[src/rtl/ula_pkg.sv]
// ula_pkg: opcode constants and FSM state encoding shared by the multi-cycle ALU.
package ula_pkg;
   localparam logic [3:0] OP_SOMA = 4'b0000;
   localparam logic [3:0] OP_SUB  = 4'b0001;
   localparam logic [3:0] OP_MUL  = 4'b0010;
   localparam logic [3:0] OP_DIV  = 4'b0011;
   localparam logic [3:0] OP_SHL  = 4'b0100;
   localparam logic [3:0] OP_SHR  = 4'b0101;
   typedef enum logic [1:0] {IDLE, CALC, FIM} state_t;
endpackage

[src/rtl/ula_divisor_seq.sv]
// ula_divisor_seq: unsigned restoring divider, one quotient bit per cycle, done pulses after WIDTH cycles.
module ula_divisor_seq #(
   parameter int WIDTH = 4
) (
   input  logic             clk,
   input  logic             rst,
   input  logic             start,
   input  logic [WIDTH-1:0] dividend,
   input  logic [WIDTH-1:0] divisor,
   output logic [WIDTH-1:0] quotient,
   output logic             done
);
   localparam int CW = $clog2(WIDTH + 1);
   logic [WIDTH-1:0] rem, d, diff;
   logic [WIDTH:0]   sh;
   logic [CW-1:0]    cnt;
   logic             ge;
   // quotient doubles as the dividend shift register
   assign sh   = {rem, quotient[WIDTH-1]};
   assign ge   = sh >= {1'b0, d};
   assign diff = sh[WIDTH-1:0] - d;
   always_ff @(posedge clk) begin
      if (rst) begin
         rem      <= '0;
         d        <= '0;
         quotient <= '0;
         cnt      <= '0;
         done     <= 1'b0;
      end else begin
         done <= 1'b0;
         if (start) begin
            rem      <= '0;
            quotient <= dividend;
            d        <= divisor;
            cnt      <= CW'(WIDTH);
         end else if (cnt != '0) begin
            rem      <= ge ? diff : sh[WIDTH-1:0];
            quotient <= {quotient[WIDTH-2:0], ge};
            cnt      <= cnt - 1'b1;
            done     <= cnt == CW'(1);
         end
      end
   end
endmodule

[src/rtl/ula_multiciclo.sv]
// ula_multiciclo: multi-cycle ALU (add, sub, shift-add multiply, restoring divide, shifts)
// sequenced by an IDLE/CALC/FIM FSM with registered result, done pulse and error flag.
module ula_multiciclo
   import ula_pkg::*;
#(
   parameter int WIDTH = 4
) (
   input  logic               clk,
   input  logic               rst,
   input  logic               start,
   input  logic [3:0]         switchs,
   input  logic [WIDTH-1:0]   A,
   input  logic [WIDTH-1:0]   B,
   output logic [2*WIDTH-1:0] saida,
   output logic               busy,
   output logic               done,
   output logic               erro
);
   localparam int CW = $clog2(WIDTH + 1);
   state_t             state, nxt;
   logic [3:0]         op;
   logic [2*WIDTH-1:0] a_r, acc, res;
   logic [WIDTH-1:0]   b_r, quo;
   logic [CW-1:0]      cnt;
   logic               accept, fin, div_done, err_c;
   assign accept = state == IDLE && start;
   assign busy   = state == CALC;
   ula_divisor_seq #(.WIDTH(WIDTH)) u_div (
      .clk(clk), .rst(rst), .start(accept && switchs == OP_DIV),
      .dividend(A), .divisor(B), .quotient(quo), .done(div_done)
   );
   always_ff @(posedge clk) state <= rst ? IDLE : nxt;
   always_comb begin
      nxt = state;
      fin = 1'b0;
      unique case (state)
         IDLE: nxt = start ? CALC : IDLE;
         CALC: if (op == OP_DIV ? div_done : cnt == '0) begin
            nxt = FIM;
            fin = 1'b1;
         end
         FIM:  nxt = IDLE;
         default: nxt = IDLE;
      endcase
   end
   always_comb begin
      res   = '0;
      err_c = 1'b0;
      case (op)
         OP_SOMA: res = a_r + {{WIDTH{1'b0}}, b_r};
         OP_SUB:  res = a_r - {{WIDTH{1'b0}}, b_r};
         OP_MUL:  res = acc;
         OP_DIV:  begin
            res   = b_r == '0 ? '0 : {{WIDTH{1'b0}}, quo};
            err_c = b_r == '0;
         end
         OP_SHL:  res = {{WIDTH{1'b0}}, a_r[WIDTH-2:0], 1'b0};
         OP_SHR:  res = {{WIDTH{1'b0}}, 1'b0, a_r[WIDTH-1:1]};
         default: err_c = 1'b1;
      endcase
   end
   // a_r/b_r serve as multiplicand/multiplier shift registers during multiplication
   always_ff @(posedge clk) begin
      if (rst) begin
         op    <= '0;
         a_r   <= '0;
         b_r   <= '0;
         acc   <= '0;
         cnt   <= '0;
         saida <= '0;
         erro  <= 1'b0;
         done  <= 1'b0;
      end else begin
         done <= fin;
         if (accept) begin
            op  <= switchs;
            a_r <= {{WIDTH{1'b0}}, A};
            b_r <= B;
            acc <= '0;
            cnt <= (switchs == OP_MUL || switchs == OP_DIV) ? CW'(WIDTH) : '0;
         end else if (state == CALC && cnt != '0) begin
            cnt <= cnt - 1'b1;
            if (op == OP_MUL) begin
               if (b_r[0]) acc <= acc + a_r;
               a_r <= a_r << 1;
               b_r <= b_r >> 1;
            end
         end
         if (fin) begin
            saida <= res;
            erro  <= err_c;
         end
      end
   end
endmodule
[config.mk]
export PLATFORM = sky130hd
export DESIGN_NAME = ula_multiciclo
export DESIGN_NICKNAME = d
export VERILOG_FILES = /design/src/rtl/ula_pkg.sv /design/src/rtl/ula_divisor_seq.sv /design/src/rtl/ula_multiciclo.sv
export SDC_FILE = /design/constraint.sdc
export NUM_CORES = 1
export LEC_CHECK = 0
export ABC_CLOCK_PERIOD_IN_PS = 8900
export CAP_MARGIN = 20
export CELL_PAD_IN_SITES_DETAIL_PLACEMENT = 1
export CELL_PAD_IN_SITES_GLOBAL_PLACEMENT = 1
export CORE_UTILIZATION = 48
export CTS_CLUSTER_SIZE = 16
export DETAILED_ROUTE_END_ITERATION = 12
export HOLD_SLACK_MARGIN = 0.12
export PLACE_DENSITY_LB_ADDON = 0.1
export SLEW_MARGIN = 15
export SYNTH_ARGS = -nofsm -noshare
export SYNTH_HDL_FRONTEND = slang
export SYNTH_SLANG_ARGS = --single-unit
[constraint.sdc]
create_clock -name clk -period 8.9 [get_ports clk]
set_clock_uncertainty 0.1 [all_clocks]
set_input_delay 1.335 -clock clk [delete_from_list [all_inputs] [get_ports clk]]
set_output_delay 1.335 -clock clk [all_outputs]
set_load 0.005 [all_outputs]
==> impl_metrics.yaml, run 1 <==
status:
  run_status: "completed"
detailed_routing:
  avgViaCountPerCell: 5.889
  vias: 3080
  antenna_violating_nets_post_route: 0
  totalWireLength_mm: 9.560
  drt_first_pass_iters: 4
  drt_drc_violations_left: 0
  avgRoutedWirePerCell_um: 18.28
  drt_iter0_drc: 93
timing:
  hold-worst-slack_ns: 0.3625
  hold_fails_final_rpt: 0
  tns_ns: 0
  setup_viol: 0
  layout_setup_ws_ns: 5.403
  worst_slew_margin_rel: 0.4095
  period_share: 0.3929
  rsz0062_at_grt: "false"
  final-max-slew-violation-count: 0
  worst_pin_slew_ns: 0.8839
  clock.fmax_ghz: 0.2860
  layout_min_cycle_time_ns: 3.497
synth:
  post_synth_instance_area_um2: 3382
  synth.net_count: 455
  synth_sequential_area_ratio: 0.3256
  synth_top_area_cell: "sky130_fd_sc_hd__dfxtp_1"
  synthTopCellsByArea: "sky130_fd_sc_hd__dfxtp_1 33%, sky130_fd_sc_hd__ha_1 9.2%, sky130_fd_sc_hd__nor2_1 5.8%, sky130_fd_sc_hd__a21oi_1 5.0%, sky130_fd_sc_hd__nand2_1 4.7%"
  postSynth.topFlopCell: "sky130_fd_sc_hd__dfxtp_1"
  synth_top_cell_area_share: 0.3256
  asyncSetResetFlopFracSynth: 0
  synth_top_cells_by_count: "55 x sky130_fd_sc_hd__dfxtp_1, 52 x sky130_fd_sc_hd__nor2_1, 42 x sky130_fd_sc_hd__nand2_1"
  count_of_flip_flops_with_a_built_in_enable_after_synthesis: 0
  synthesis.area_per_instance_um2: 8.209
  synth.ff_latch_count: 55
  count_of_yosys_warnings_during_synthesis: 0
  synth_cell_types: 57
  synthCells: 412
  synth_most_common_cell: "sky130_fd_sc_hd__dfxtp_1"
placed_design:
  port_buffers: 25
  place_ws_ns: 5.062
  hpwl_mm: 7.260
  gp_routability_congestion: 0.8490
worst_setup_path:
  r2r_setup_slack_ns: 5.75
  worst_path_required_time_ns: 9.00
  crit_arrival_ns: 3.59
  cp_max_fo: 18
  timing.critical_path.from_type: "input pin"
  timing.critical_path.to_type: "register"
  timing.reg2reg.worst_path_depth: 9
  worst-setup-path-type: "input pin to register"
  r2r_start: "op[2]"
  worst_r2r_endpoint: "saida[5]"
floorplan:
  floorplan.initialDensity: 0.4978
  coreArea_um2: 6794
  die_h_um: 85.94
  die_width_um: 85.94
  rows: 30
  dieArea_um2: 7386
  io_pins: 26
layout:
  final_util: 0.5552
  area_growth_syn_to_layout_pct: 11.54
  antenna_diode_count: 0
  final_layout_size_suffix_gt1_frac: 0.06323
  fin_nets: 469
cts:
  cts_repair_resize_count: 0
  clk-insertion-delay-late_ns: 0.32
  clockBufferDepth: 2
  root_buffer: "sky130_fd_sc_hd__clkbuf_8"
  cts_hold_buffers: 0
  clock_tree.htree_level_count: 2
  clock_input_transition_at_the_sequential_cells_of_the_worst_setup_and_hold_paths_ns: 0.11
  clkSinkCount: 55
  inserted_clock_buffers: 5
  tritoncts: "yes"
  post_cts.repair.setup_buffers: 0
worst_hold_path:
  min_from: "saida[2]"
  hold_end: "saida[2]"
  min_delay_path_depth: 2
  hold_path_class: "register to register"
grt:
  via_count_of_the_first_global_routing_pass: 3149
  grt_overflow_total: 0
  grt_max_degree: 35
  track_usage: 0.2690
  grt_pass1_wl_mm: 15.60
  initial_antenna_violation_count: 0
pwr:
  p_total_uw: 723.7
  leakage_nw: 1.391
  p_per_area_nw_per_um2: 191.8
  max-vdd-ir-drop_v: 0.0001699
flow_run:
  cap_viol_max_count: 0
[worst max path at each step]
stage | endpoint | slack, ns | start | cells past startpoint
final | u_div.quotient[0] | 5.40 | start | 6
after global routing | u_div.quotient[0] | 5.26 | start | 6
after CTS | u_div.quotient[0] | 5.40 | start | 6
after detailed placement | u_div.quotient[0] | 5.06 | start | 6
after global placement | u_div.quotient[0] | 5.10 | start | 6
after floorplan | saida[5] | 5.99 | op[2] | 10
[area by class of cell]
class	instances	area, µm²
multi-input cells	315	2101
fillers	820	3022
well taps	96	120.1
repair buffers	28	272.8
inverters	21	78.83
clock inverters	2	16.27
flip-flops and latches	55	1101
clock buffers	6	82.58
[power by group]
part,switching [mW],internal (mW),leakage [nW]
sequential,0.0294,0.275,0.449
clock,0.0906,0.0639,0.0474
combinational,0.151,0.113,0.895
total,0.271,0.452,1.39
[through the flow]
step | instance area (µm²) | instances
3_3_place_gp | 3674 | 515
5_1_grt | 3772 | 523
2_1_floorplan | 3382 | 412
6_report | 3772 | 523
4_1_cts | 3772 | 523
3_5_place_dp | 3674 | 515
[layer usage]
layer  global-route usage  routed length, µm  part of all wire  vias up
met4              0.08333                211             0.022        0
met5                    0                  0                 0        -
met2               0.4747               4618              0.48       43
met1               0.3290               4436              0.46     1526
li1                     -                  -                 -     1494
met3              0.05197                293             0.031       17
[cell usage in the layout (no fill, tap or decap), types with 2 or more instances in the layout]
master,synthesis,layout
sky130_fd_sc_hd__dfxtp_1,55,55
sky130_fd_sc_hd__nor2_1,52,52
sky130_fd_sc_hd__nand2_1,42,42
sky130_fd_sc_hd__a21oi_1,34,34
sky130_fd_sc_hd__ha_1,25,25
sky130_fd_sc_hd__clkdlybuf4s50_1,0,25
sky130_fd_sc_hd__inv_1,20,20
sky130_fd_sc_hd__a211oi_1,15,15
sky130_fd_sc_hd__o21ai_0,14,14
sky130_fd_sc_hd__nand3_1,13,13
sky130_fd_sc_hd__mux2i_1,11,11
sky130_fd_sc_hd__nand2b_1,9,9
sky130_fd_sc_hd__nor3_1,9,9
sky130_fd_sc_hd__nor2b_1,8,8
sky130_fd_sc_hd__xnor2_1,7,7
sky130_fd_sc_hd__a21o_1,6,6
sky130_fd_sc_hd__clkbuf_8,0,6
sky130_fd_sc_hd__a22oi_1,5,5
sky130_fd_sc_hd__nor3b_1,4,4
sky130_fd_sc_hd__o21a_1,4,4
sky130_fd_sc_hd__or4_1,4,4
sky130_fd_sc_hd__o31a_1,3,3
sky130_fd_sc_hd__o22ai_1,3,3
sky130_fd_sc_hd__and3_1,3,3
sky130_fd_sc_hd__a311oi_2,3,3
sky130_fd_sc_hd__nand3b_1,3,3
sky130_fd_sc_hd__fa_1,3,3
sky130_fd_sc_hd__buf_4,0,3
sky130_fd_sc_hd__nor4b_4,2,2
sky130_fd_sc_hd__nand2_2,2,2
sky130_fd_sc_hd__a221oi_1,2,2
sky130_fd_sc_hd__or3_1,2,2
sky130_fd_sc_hd__o211ai_1,2,2
sky130_fd_sc_hd__a31o_2,2,2
sky130_fd_sc_hd__a31oi_1,2,2
sky130_fd_sc_hd__nor4_1,2,2
[kinds of logic (layout without fill, tap and decap cells)]
kind of cell	Yosys count	count (layout)	synth area share
compound gates	104	104	0.2094
xor+xnor	8	8	0.02072
fa+ha+maj	28	28	0.1102
buf+inv	42	57	0.05327
flops	55	55	0.3256
mux	12	12	0.03589
simple gates	163	163	0.2449
[registers in the layout (all words and copies together) (netlist names), 4 cells and up]
name and cells:
u_div.d 4, u_div.rem 4, b_r 4, u_div.quotient 4, acc 8, saida 8
a_r 8, op 4
[worst max-delay path, cell delays in order]
cell	delay, ns
sky130_fd_sc_hd__clkdlybuf4s50_1	0.46
sky130_fd_sc_hd__or3b_1	0.63
sky130_fd_sc_hd__nor4b_4	0.51
sky130_fd_sc_hd__nand2_2	0.29
sky130_fd_sc_hd__nand2_2	0.24
sky130_fd_sc_hd__o32ai_1	0.11
(Power assumes the default switching activity.)
==> run 2: changes to the inputs <==
ABC_CLOCK_PERIOD_IN_PS = 3300   (was 8900)
CORE_UTILIZATION = 44   (was 48)
clock period = 3.3 ns   (was 8.9 ns; I/O delays follow)
==> run 2 against run 1 <==
Core utilization decreased by 3.6 points. Via count is 1.3% lower. Worst hold slack lost 0.0032 ns. Power grew to 2.7 times the previous value. First-iteration DRC count increased by 38%. Critical path depth up 3.
==> impl_metrics.yaml, run 2 (synthesized netlist as in run 1, its figures left out) <==
timing:
  worst_slew_margin_rel: 0.4179
  period_share: 0.9075
  clock.fmax_ghz: 0.3339
  layout_min_cycle_time_ns: 2.995
  rsz0062_at_grt: "false"
  tns_ns: 0
  setup_viol: 0
  hold_fails_final_rpt: 0
  worst_pin_slew_ns: 0.8714
  final-max-slew-violation-count: 0
  layout_setup_ws_ns: 0.3054
worst_setup_path:
  r2r_start: "op[1]"
  critical_path.endpoint: "saida[5]"
  timing.critical_path.from_type: "register"
  cp_max_fo: 10
  worst_path_required_time_ns: 3.45
  worst_r2r_endpoint: "saida[5]"
  crit_arrival_ns: 3.14
  r2r_setup_slack_ns: 0.31
  worst-setup-path-type: "register to register"
  timing.critical_path.to_type: "register"
  timing.reg2reg.worst_path_depth: 9
  timing.critical_path.from: "op[1]"
detailed_routing:
  drt_first_pass_iters: 4
  avgRoutedWirePerCell_um: 17.46
  antenna_violating_nets_post_route: 0
  drt_drc_violations_left: 0
  totalWireLength_mm: 9.269
  avgViaCountPerCell: 5.723
  vias: 3039
  drt_iter0_drc: 128
cts:
  root_buffer: "sky130_fd_sc_hd__clkbuf_8"
  tritoncts: "yes"
  inserted_clock_buffers: 5
  post_cts.repair.setup_buffers: 0
  clockBufferDepth: 2
  cts_repair_resize_count: 0
  clkSinkCount: 55
  clock_input_transition_at_the_sequential_cells_of_the_worst_setup_and_hold_paths_ns: 0.10
  clk-insertion-delay-late_ns: 0.32
  clock_tree.htree_level_count: 2
  cts_hold_buffers: 0
pwr:
  p_per_area_nw_per_um2: 508.5
  max-vdd-ir-drop_v: 0.0003947
  leakage_nw: 1.417
placed_design:
  gp_routability_congestion: 0.8081
  place_ws_ns: 0.3209
  hpwl_mm: 7.197
  port_buffers: 25
floorplan:
  dieArea_um2: 8041
  die_h_um: 89.67
  die_width_um: 89.67
  floorplan.initialDensity: 0.4613
  rows: 31
  coreArea_um2: 7331
  io_pins: 26
layout:
  final_layout_size_suffix_gt1_frac: 0.07407
  antenna_diode_count: 0
  area_growth_syn_to_layout_pct: 12.54
  fin_nets: 474
  most-common-layout-cells: "55 x sky130_fd_sc_hd__dfxtp_1, 52 x sky130_fd_sc_hd__nor2_1, 42 x sky130_fd_sc_hd__nand2_1, 34 x sky130_fd_sc_hd__a21oi_1"
  final_common_cell: "sky130_fd_sc_hd__dfxtp_1"
  largestRegisters: "a_r (8), acc (8), saida (8)"
  fillCellCount: 900
grt:
  global_route.usage.met2: 0.4387
  grt_overflow_total: 0
  grt_pass1_wl_mm: 14.64
  track_usage: 0.2424
  grt_max_degree: 34
  via_count_of_the_first_global_routing_pass: 2897
  initial_antenna_violation_count: 0
  gr_met3_demand_resource: 0.03108
  grt_util_met1: 0.3000
  top_usage_layer: "met2"
status:
  run_status: "completed"
flow_run:
  cap_viol_max_count: 0
worst_hold_path:
  hold_path_class: "register to register"
[run 2: power by group]
part | total (mW) | internal (mW) | switching, mW
Clock | 0.405 | 0.153 | 0.251
Sequential | 0.816 | 0.742 | 0.0741
Combinational | 0.715 | 0.308 | 0.407
[run 2: layout make-up]
type	instances	area, µm²	area share
clock buffer	5	68.82	0.01808
clock inverter	3	22.52	0.005917
inverter	21	78.83	0.02071
multi-input combinational	315	2101	0.5519
sequential	55	1101	0.2893
tap	99	123.9	0.03254
timing repair buffer	33	310.3	0.08153
[run 2: worst min-delay path by stage]
stage | start | to | slack (ns) | cells past startpoint
floorplan | u_div.d[2] | u_div.d[2] | 0.34 | 2
global placement | saida[4] | saida[4] | 0.34 | 2
detailed placement | saida[1] | saida[1] | 0.35 | 2
CTS | saida[1] | saida[1] | 0.36 | 2
global route | saida[0] | saida[0] | 0.39 | 2
finish | saida[2] | saida[2] | 0.36 | 2
[run 2: stage by stage]
stage	hold WS (ns)	instance area, µm²	power [mW]	std cells	util
finish	0.3593	3806	1.935	531	0.5192
CTS	0.3634	3806	1.943	531	0.5192
global route	0.3859	3806	2.053	531	0.5192
floorplan	0.3363	3382	1.346	412	-
detailed placement	0.3488	3715	1.542	523	0.5067
global placement	0.3427	3715	1.515	523	0.5067
[run 2: worst max-delay path, stage by stage, from the launching register on]
cell	delay (ns)
sky130_fd_sc_hd__dfxtp_1	0.42
sky130_fd_sc_hd__nor4b_4	0.46
sky130_fd_sc_hd__mux2_2	0.42
sky130_fd_sc_hd__inv_1	0.06
sky130_fd_sc_hd__ha_1	0.21
sky130_fd_sc_hd__nor2b_1	0.14
sky130_fd_sc_hd__o31a_1	0.30
sky130_fd_sc_hd__or4_1	0.51
sky130_fd_sc_hd__a31o_1	0.20
sky130_fd_sc_hd__a21oi_2	0.12
[run 2: routing by layer]
layer  part of all wire  vias to the layer above
li1                   -                     1503
met1               0.46                     1489
met2               0.50                       34
met3              0.019                       13
met4              0.020                        0
met5                  0                        -
